$ cat src/rtl/ps2_pkg.sv
// Shared scan-code constants and sequencer state encoding for the PS/2 keyboard controller.
package ps2_pkg;

    localparam logic [7:0] SC_EXT    = 8'hE0;
    localparam logic [7:0] SC_BRK    = 8'hF0;
    localparam logic [7:0] SC_LSHIFT = 8'h12;
    localparam logic [7:0] SC_RSHIFT = 8'h59;
    localparam logic [7:0] SC_ACK    = 8'hFA;
    localparam logic [7:0] SC_BAT    = 8'hAA;
    localparam logic [7:0] SC_PAUSE  = 8'hE1;
    localparam logic [7:0] SC_ERR0   = 8'h00;
    localparam logic [7:0] SC_ERRF   = 8'hFF;

    typedef enum logic [1:0] {
        ST_IDLE = 2'd0,
        ST_POP  = 2'd1,
        ST_GAP  = 2'd2
    } state_t;

endpackage

$ cat src/rtl/ps2_scan2ascii.sv
// Combinational Set-2 scan code to ASCII lookup; letters are uppercased while shift is held.
module ps2_scan2ascii (
    input  logic [7:0] code,
    input  logic       shift,
    output logic [7:0] ascii
);

    logic [7:0] base;

    always_comb begin
        base = 8'h00;
        case (code)
            8'h1C: base = 8'h61; 8'h32: base = 8'h62; 8'h21: base = 8'h63;
            8'h23: base = 8'h64; 8'h24: base = 8'h65; 8'h2B: base = 8'h66;
            8'h34: base = 8'h67; 8'h33: base = 8'h68; 8'h43: base = 8'h69;
            8'h3B: base = 8'h6A; 8'h42: base = 8'h6B; 8'h4B: base = 8'h6C;
            8'h3A: base = 8'h6D; 8'h31: base = 8'h6E; 8'h44: base = 8'h6F;
            8'h4D: base = 8'h70; 8'h15: base = 8'h71; 8'h2D: base = 8'h72;
            8'h1B: base = 8'h73; 8'h2C: base = 8'h74; 8'h3C: base = 8'h75;
            8'h2A: base = 8'h76; 8'h1D: base = 8'h77; 8'h22: base = 8'h78;
            8'h35: base = 8'h79; 8'h1A: base = 8'h7A;
            8'h45: base = 8'h30; 8'h16: base = 8'h31; 8'h1E: base = 8'h32;
            8'h26: base = 8'h33; 8'h25: base = 8'h34; 8'h2E: base = 8'h35;
            8'h36: base = 8'h36; 8'h3D: base = 8'h37; 8'h3E: base = 8'h38;
            8'h46: base = 8'h39;
            8'h29: base = 8'h20;
            8'h5A: base = 8'h0D;
            default: base = 8'h00;
        endcase
    end

    always_comb begin
        ascii = base;
        if (shift && base >= 8'h61 && base <= 8'h7A) begin
            ascii = base - 8'h20;
        end
    end

endmodule

$ cat src/rtl/ps2_kbd_ctrl.sv
// Pops bytes from the PS/2 receiver FIFO, folds E0/F0 prefixes into key events and
// tracks shift, held-key and press-count state for the console logic.
module ps2_kbd_ctrl
    import ps2_pkg::*;
#(
    parameter int          CNT_W       = 8,
    parameter logic [15:0] PFX_TIMEOUT = 16'd50000
) (
    input  logic             clk,
    input  logic             rst,
    input  logic             kbd_ready,
    input  logic [7:0]       kbd_data,
    input  logic             kbd_overflow,
    output logic             kbd_nextdata,
    output logic             key_valid,
    output logic [7:0]       key_code,
    output logic             key_ext,
    output logic             key_break,
    output logic             key_repeat,
    output logic [7:0]       key_ascii,
    output logic             key_held,
    output logic [CNT_W-1:0] press_count,
    output logic             err
);

    state_t           state_q, state_d;
    logic [7:0]       byte_q, byte_d;
    logic             pend_ext_q, pend_ext_d, pend_brk_q, pend_brk_d;
    logic [15:0]      tmo_q, tmo_d;
    logic             lshift_q, lshift_d, rshift_q, rshift_d;
    logic             held_q, held_d, held_ext_q, held_ext_d;
    logic [7:0]       held_code_q, held_code_d;
    logic [CNT_W-1:0] count_q, count_d;
    logic             err_q, err_d;
    logic             valid_q, valid_d, ext_q, ext_d, brk_q, brk_d, rep_q, rep_d;
    logic [7:0]       code_q, code_d, ascii_q, ascii_d;
    logic [7:0]       ascii_w;
    logic             is_mod;

    ps2_scan2ascii u_scan2ascii (
        .code  (byte_q),
        .shift (lshift_q | rshift_q),
        .ascii (ascii_w)
    );

    assign is_mod = !pend_ext_q && (byte_q == SC_LSHIFT || byte_q == SC_RSHIFT);

    always_comb begin
        state_d      = state_q;
        byte_d       = byte_q;
        pend_ext_d   = pend_ext_q;
        pend_brk_d   = pend_brk_q;
        tmo_d        = tmo_q;
        lshift_d     = lshift_q;
        rshift_d     = rshift_q;
        held_d       = held_q;
        held_ext_d   = held_ext_q;
        held_code_d  = held_code_q;
        count_d      = count_q;
        err_d        = err_q | kbd_overflow;
        valid_d      = 1'b0;
        ext_d        = ext_q;
        brk_d        = brk_q;
        rep_d        = rep_q;
        code_d       = code_q;
        ascii_d      = ascii_q;
        kbd_nextdata = 1'b0;

        // A prefix left dangling by a lost code byte must not stick to the next key.
        if (pend_ext_q || pend_brk_q) begin
            if (tmo_q >= PFX_TIMEOUT) begin
                pend_ext_d = 1'b0;
                pend_brk_d = 1'b0;
                tmo_d      = 16'd0;
            end else begin
                tmo_d = tmo_q + 16'd1;
            end
        end else begin
            tmo_d = 16'd0;
        end

        case (state_q)
            ST_IDLE: begin
                if (kbd_ready) begin
                    byte_d  = kbd_data;
                    state_d = ST_POP;
                end
            end
            ST_POP: begin
                kbd_nextdata = 1'b1;
                state_d      = ST_GAP;
                tmo_d        = 16'd0;
                pend_ext_d   = 1'b0;
                pend_brk_d   = 1'b0;
                case (byte_q)
                    SC_EXT: begin
                        pend_ext_d = 1'b1;
                        pend_brk_d = pend_brk_q;
                    end
                    SC_BRK: begin
                        pend_brk_d = 1'b1;
                        pend_ext_d = pend_ext_q;
                    end
                    SC_ERR0, SC_ERRF: err_d = 1'b1;
                    SC_ACK, SC_BAT, SC_PAUSE: ;
                    default: begin
                        valid_d = 1'b1;
                        code_d  = byte_q;
                        ext_d   = pend_ext_q;
                        brk_d   = pend_brk_q;
                        rep_d   = 1'b0;
                        ascii_d = (pend_ext_q || pend_brk_q) ? 8'h00 : ascii_w;
                        if (is_mod) begin
                            if (byte_q == SC_LSHIFT) lshift_d = !pend_brk_q;
                            else                     rshift_d = !pend_brk_q;
                        end else if (!pend_brk_q) begin
                            if (held_q && held_code_q == byte_q && held_ext_q == pend_ext_q) begin
                                rep_d = 1'b1;
                            end else begin
                                held_d      = 1'b1;
                                held_code_d = byte_q;
                                held_ext_d  = pend_ext_q;
                                count_d     = count_q + CNT_W'(1);
                            end
                        end else if (held_q && held_code_q == byte_q && held_ext_q == pend_ext_q) begin
                            held_d = 1'b0;
                        end
                    end
                endcase
            end
            ST_GAP:  state_d = ST_IDLE;
            default: state_d = ST_IDLE;
        endcase
    end

    always_ff @(posedge clk or negedge rst) begin
        if (!rst) begin
            state_q     <= ST_IDLE;
            byte_q      <= 8'h00;
            pend_ext_q  <= 1'b0;
            pend_brk_q  <= 1'b0;
            tmo_q       <= 16'd0;
            lshift_q    <= 1'b0;
            rshift_q    <= 1'b0;
            held_q      <= 1'b0;
            held_ext_q  <= 1'b0;
            held_code_q <= 8'h00;
            count_q     <= '0;
            err_q       <= 1'b0;
            valid_q     <= 1'b0;
            ext_q       <= 1'b0;
            brk_q       <= 1'b0;
            rep_q       <= 1'b0;
            code_q      <= 8'h00;
            ascii_q     <= 8'h00;
        end else begin
            state_q     <= state_d;
            byte_q      <= byte_d;
            pend_ext_q  <= pend_ext_d;
            pend_brk_q  <= pend_brk_d;
            tmo_q       <= tmo_d;
            lshift_q    <= lshift_d;
            rshift_q    <= rshift_d;
            held_q      <= held_d;
            held_ext_q  <= held_ext_d;
            held_code_q <= held_code_d;
            count_q     <= count_d;
            err_q       <= err_d;
            valid_q     <= valid_d;
            ext_q       <= ext_d;
            brk_q       <= brk_d;
            rep_q       <= rep_d;
            code_q      <= code_d;
            ascii_q     <= ascii_d;
        end
    end

    assign key_valid   = valid_q;
    assign key_code    = code_q;
    assign key_ext     = ext_q;
    assign key_break   = brk_q;
    assign key_repeat  = rep_q;
    assign key_ascii   = ascii_q;
    assign key_held    = held_q;
    assign press_count = count_q;
    assign err         = err_q;

endmodule
$ cat config.mk
export PLATFORM = sky130hd
export DESIGN_NAME = ps2_kbd_ctrl
export DESIGN_NICKNAME = d
export VERILOG_FILES = /design/src/rtl/ps2_pkg.sv /design/src/rtl/ps2_scan2ascii.sv /design/src/rtl/ps2_kbd_ctrl.sv
export SDC_FILE = /design/constraint.sdc
export NUM_CORES = 1
export LEC_CHECK = 0
export BUFFER_PORTS_ARGS = -buffer_cell sky130_fd_sc_hd__clkbuf_2
export CORE_UTILIZATION = 30
export CTS_CLUSTER_SIZE = 30
export DETAILED_ROUTE_END_ITERATION = 8
export SYNTH_ARGS = -nofsm -noshare
export SYNTH_HDL_FRONTEND = slang
export SYNTH_HIERARCHICAL = 1
export SYNTH_SLANG_ARGS = --single-unit
$ cat constraint.sdc
create_clock -name clk -period 3.51 [get_ports clk]
set_clock_uncertainty 0.15 [all_clocks]
set_input_delay 0.5265 -clock clk [delete_from_list [all_inputs] [get_ports clk]]
set_output_delay 0.5265 -clock clk [all_outputs]
set_load 0.005 [all_outputs]
==> flow_summary.json, run 1 <==
{
  "placed_area_sq_um": 4540,
  "max_cap_viol_count": 0,
  "layout_setup_ws_ns": 0.527,
  "synth_area_sq_um": 4210,
  "die_area_sq_um": 14500,
  "crit-reg2reg-launch": "byte_q[2]",
  "syn-instance-count": 431,
  "drive_gt1_frac": 0.243,
  "cts_tree": "yes",
  "routed_via_density": 5.04,
  "top_layer_used": "met4",
  "insertion_delay_ns": 0.34,
  "syn2layout_area_growth_pct": 15.3,
  "grt_pass1_vias": 3382,
  "hold_viol_final": 0,
  "worst_ep_arrival_time_ns": 3.08,
  "cts-resized-gates": 0,
  "place_hpwl_mm": 6.77,
  "via_count": 3272,
  "rr_worst_depth": 12,
  "final_cell_mix": "dfrtp_1 (69), nand2_1 (42), clkbuf_2 (41), nor2_1 (39), mux2_2 (23)",
  "seqCellArea_sq_um": 1730,
  "hp-class": "in2async",
  "synth_nets": 454,
  "drt_wl_total_mm": 9.70,
  "slew_viol_final": 0,
  "powerDensity_nw_per_um2": 685,
  "rsz0062_at_grt": "false",
  "endpoint": "key_ascii[7]",
  "synthTopCellsByArea": "dfrtp_1 (41%), mux2_2 (6.2%), nand2_1 (3.7%), xor2_1 (3.5%), nor2_1 (3.5%)",
  "final_antenna_net_count": 0,
  "grt_usage": 0.143,
  "yosys.area.top_type": "dfrtp_1",
  "cts_setup_buffers": 0,
  "pin_count": 43,
  "multiInputGateArea_sq_um": 2200,
  "fmax_mhz": 335,
  "r2r_setup_slack_ns": 0.53,
  "ys_types": 70,
  "cts_num_sinks": 69,
  "core_sq_um": 13500,
  "place_congestion": 0.850,
  "cts_max_path_buffers": 2,
  "critPathCaptureType": "register",
  "antenna_found_initial": 0,
  "worstPathMaxFanout": 28,
  "met3_length_um": 511,
  "yosysTopAreaCellShare": 0.411,
  "die_w_um": 120,
  "max-vdd-ir-drop_v": 0.000345,
  "required_ns": 3.61,
  "yosys_warnings": 6,
  "met2_length_mm": 4.64,
  "io_buffers": 42,
  "initial_core_util": 0.313,
  "design_area_sq_um": 4850,
  "cts_buffers": 9,
  "leakage_nw": 2.15,
  "overflow": 0,
  "relSlewSlack": 0.359,
  "synthArstFlopShare": 1.00,
  "ys_ff_latch": 69,
  "htreeDepth": 3,
  "grt_pass1_wl_mm": 16.6,
  "dp_slack_ns": 0.566,
  "fin_setup_tns_ns": 0,
  "grt_max_degree": 34,
  "synth_ff_type": "dfrtp_1",
  "worst_slew_pin_slew_ns": 0.962,
  "finalCriticalPeriod_ns": 2.98,
  "wire_per_inst_um": 14.9,
  "cts_hold_buf": 0,
  "cts.clk_slew.worst_paths_ns": 0.06,
  "start_kind": "register",
  "die_y_um": 120,
  "setup_viol": 0,
  "nets": 491,
  "status": "completed",
  "yosysSeqAreaShare": 0.411,
  "diodes": 0,
  "first_pass_iters": 4,
  "avgSynthCellArea_sq_um": 9.76,
  "drt_iter0_markers": 154,
  "layout_commonest_cell": "dfrtp_1",
  "fillers": 1382,
  "cts_root_buffer": "clkbuf_16",
  "path_class": "reg2reg",
  "met1_length_mm": 4.44,
  "reg2reg_to": "key_ascii[7]",
  "synth_enable_flop_cells": 0,
  "timing.final.crit_share": 0.850,
  "core.rowCount": 42,
  "startpoint": "byte_q[2]",
  "post-route-drc-count": 0
}
how the worst min path moves through the flow:
stage | endpoint | slack (ns) | depth (start not counted)
6_report | press_count[4] | 0.09 | 1
5_1_grt | tmo_q[3] | 0.14 | 1
4_1_cts | tmo_q[3] | 0.10 | 1
3_5_place_dp | press_count[7] | 0.32 | 1
3_3_place_gp | err | 0.31 | 2
2_1_floorplan | byte_q[0] | 0.08 | 0
cell type report:
type / count / area share
repair buffers: 55 / 0.0660
flip-flops and latches: 69 / 0.356
well taps: 176 / 0.0454
clock buffers: 9 / 0.0464
multi-input cells: 313 / 0.454
clock inverters: 7 / 0.0165
inverters: 20 / 0.0155
synth_stat cells (3+ instances only):
cell / n
dfrtp_1: 69
nand2_1: 42
nor2_1: 39
mux2_2: 23
inv_1: 19
o21ai_0: 17
xor2_1: 17
nand3_1: 14
xnor2_1: 14
nand2b_1: 12
ha_1: 11
a21oi_1: 9
a31oi_1: 9
buf_2: 8
buf_6: 8
clkbuf_1: 8
nand4_1: 7
and3_1: 6
and2_1: 5
mux2_4: 5
nor3_1: 5
o211ai_1: 5
mux2i_1: 4
nor2b_1: 4
a311oi_1: 3
buf_4: 3
nand3b_1: 3
nor3b_1: 3
nor4_1: 3
o21a_1: 3
o31ai_1: 3
or2_2: 3
layer usage:
metal / vias to the layer above / GRT usage
li1: 1580 / -
met1: 1604 / 0.179
met2: 79 / 0.240
met3: 9 / 0.0448
met4: 0 / 0.0355
met5: - / 0
cell families after synthesis:
family | Yosys count | share of synthesized area
xor gates and xnor gates | 31 | 0.0646
adders and majority gates | 11 | 0.0327
and+or+nand+nor | 167 | 0.212
muxes | 34 | 0.0970
DFF | 69 | 0.411
AOI/OAI and AO/OA | 70 | 0.117
buffers and inverters | 49 | 0.0658
registers in the layout (all words and copies together) (netlist names):
name         count
press_count      8
pend_brk_q       1
state_q          2
pend_ext_q       1
byte_q           8
err              1
key_repeat       1
key_code         8
lshift_q         1
key_valid        1
key_ascii        8
key_ext          1
key_break        1
held_ext_q       1
tmo_q           16
rshift_q         1
held_code_q      8
key_held         1
where the power goes:
group / total, W / internal [W] / switching, W
logic: 0.00114 / 0.000568 / 0.000576
registers: 0.00124 / 0.000990 / 0.000248
clock network: 0.000940 / 0.000561 / 0.000379
total: 0.00332 / 0.00212 / 0.00120
critical path, stage by stage, from the launching register on:
cell and delay [ns]:
dfrtp_1 0.86, buf_4 0.30, nor2_1 0.06, a31oi_1 0.15
o22ai_1 0.10, a211o_1 0.29, and2_1 0.15, inv_1 0.11
ha_1 0.16, nand2_1 0.06, nor4bb_1 0.27, nand2_1 0.08
o21ai_0 0.17
stage by stage:
step                utilization  std cells  hold WS, ns  total power, W
floorplan                     -        431       0.0809         0.00206
global placement          0.338        633        0.311         0.00237
detailed placement        0.338        633        0.324         0.00239
CTS                       0.360        649        0.103         0.00335
global route              0.360        649        0.136         0.00356
finish                    0.360        649       0.0858         0.00332
No activity file was read; power rests on OpenSTA's default activity.
==> run 2, diff against run 1 <==
==> constraint.sdc (replaced) <==
create_clock -name clk -period 3.01 [get_ports clk]
set_clock_uncertainty 0.15 [all_clocks]
set_input_delay 0.4515 -clock clk [delete_from_list [all_inputs] [get_ports clk]]
set_output_delay 0.4515 -clock clk [all_outputs]
set_load 0.005 [all_outputs]
==> run 2 against run 1 <==
Net effect:
- power increased by 23%
- wire length increased by 2.6%
- first-iteration DRC count increased by 11%
- cell count increased by 1.7%
- sequential share of layout area decreased by 1.0 points
- critical path type unchanged
- highest routed layer unchanged
==> flow_summary.json, run 2 (same netlist as run 1, synthesis figures left out) <==
{
  "routed_via_density": 4.93,
  "fin_setup_tns_ns": 0,
  "wire_per_inst_um": 15.1,
  "intPower_w": 0.00271,
  "antenna_found_initial": 0,
  "worst-path-buf-inv": 1,
  "start_kind": "register",
  "place_congestion": 0.863,
  "post-route-drc-count": 0,
  "grt_pass1_wl_mm": 16.9,
  "grt_usage": 0.150,
  "final_cell_mix": "dfrtp_1 (68), nand2_1 (42), clkbuf_2 (41), nor2_1 (39), mux2_2 (23)",
  "worstPathMaxFanout": 24,
  "p_comb_frac": 0.360,
  "hp-class": "in2reg",
  "cts_root_buffer": "clkbuf_16",
  "drt_wl_total_mm": 9.95,
  "cpPeakStageDelay_ns": 0.49,
  "via_count": 3253,
  "die_w_um": 120,
  "hold_viol_final": 0,
  "syn2layout_area_growth_pct": 18.9,
  "final_core_util": 0.372,
  "htreeDepth": 3,
  "timing.final.crit_share": 0.928,
  "cts_setup_buffers": 0,
  "nets": 502,
  "worst_slew_pin_slew_ns": 0.609,
  "io_buffers": 42,
  "max_flop_register": "tmo_q",
  "drive_gt1_frac": 0.260,
  "grt_max_degree": 29,
  "path_delay_family": "compound AO/OA/AOI/OAI gates",
  "cts_buffers": 9,
  "die_area_sq_um": 14500,
  "rsz0062_at_grt": "false",
  "first_pass_iters": 4,
  "swShare": 0.339,
  "cts_num_sinks": 69,
  "powerDensity_nw_per_um2": 820,
  "cts_tree": "yes",
  "fmax_mhz": 358,
  "initial_core_util": 0.313,
  "layout_commonest_cell": "dfrtp_1",
  "largest_register_ff_count": 16,
  "diodes": 0,
  "crit_chain": "buf_4 -> ha_1 -> mux4_2 -> nand3_1 -> a31oi_1 -> o2bb2ai_1 -> o41a_1 -> a41oi_2 -> nand2_1 -> o21ai_0",
  "final_antenna_net_count": 0,
  "core_sq_um": 13500,
  "overflow": 0,
  "netSwitchingPower_w": 0.00139,
  "layout_setup_ws_ns": 0.217,
  "insertion_delay_ns": 0.33,
  "setup_viol": 0,
  "dp_slack_ns": 0.180,
  "hold_slack_ns": 0.199,
  "place_hpwl_mm": 7.21,
  "path_class": "reg2reg",
  "relSlewSlack": 0.594,
  "leakage_nw": 2.22,
  "worst_path_max_delay_cell": "mux4_2",
  "max-vdd-ir-drop_v": 0.000489,
  "pin_count": 43,
  "core.rowCount": 42,
  "finalCriticalPeriod_ns": 2.79,
  "max_cap_viol_count": 0,
  "status": "completed",
  "clockPowerShare": 0.299,
  "worst_ep_arrival_time_ns": 2.90,
  "critPathCaptureType": "register",
  "cts_max_path_buffers": 2,
  "required_ns": 3.11,
  "die_y_um": 120,
  "slew_viol_final": 0,
  "cts.clk_slew.worst_paths_ns": 0.06,
  "pwr-share-seq": 0.341,
  "grt_pass1_vias": 3297,
  "drt_iter0_markers": 171
}
[run 2: cell types whose count changed in the layout (fill, tap and decap cells not counted), sizes merged]
cell,delta
clkinv,-1
inv,-3
bufinv,+2
clkbuf,+2
buf,+10
dlygate4sd3,+1
[run 2: area by class of cell]
type	instances	area [sq um]
repair buffers	66	418
clock buffers	11	243
well taps	176	220
fillers	1368	8450
flip-flops and latches	69	1730
multi-input cells	313	2210
inverters	20	75.1
clock inverters	5	106
[run 2: power groups by stage]
stage | logic, W | registers, W | clock network, W
floorplan | 0.00107 | 0.00133 | 0
global placement | 0.00147 | 0.00140 | 0
detailed placement | 0.00147 | 0.00141 | 0
CTS | 0.00148 | 0.00140 | 0.00126
global route | 0.00164 | 0.00144 | 0.00130
finish | 0.00147 | 0.00140 | 0.00123
[run 2: final timing paths]
check                                    start  cells past startpoint  slack, ns              to
worst max-delay path                 byte_q[1]                     10       0.22    key_ascii[6]
worst min-delay path               kbd_data[5]                      2       0.20       byte_q[5]
worst max register to register       byte_q[1]                     10       0.22    key_ascii[6]
worst min register to register  press_count[7]                      1       0.32  press_count[7]
max in group asynchronous                  rst                      3       1.46       key_valid
min in group asynchronous                  rst                      2       0.51  press_count[4]
[run 2: timing repair]
action,in CTS,in global routing
hold endpoints to repair,23,0
resized for setup,0,2
setup endpoints to repair,0,4
hold buffers,1,0
[run 2: metal layers]
metal  up-vias  GRT usage  wire length [um]
met5         -          0                 0
met4         0     0.0540               198
met3        17     0.0439               567
met2        75      0.237              4690
met1      1562      0.194              4490
li1       1599          -                 -
[run 2: metrics by stage]
stage | total power, W | std cells | cell area [sq um]
floorplan | 0.00241 | 431 | 4210
global placement | 0.00287 | 643 | 4630
detailed placement | 0.00289 | 643 | 4630
CTS | 0.00414 | 660 | 4990
global route | 0.00438 | 660 | 5000
finish | 0.00410 | 660 | 5000
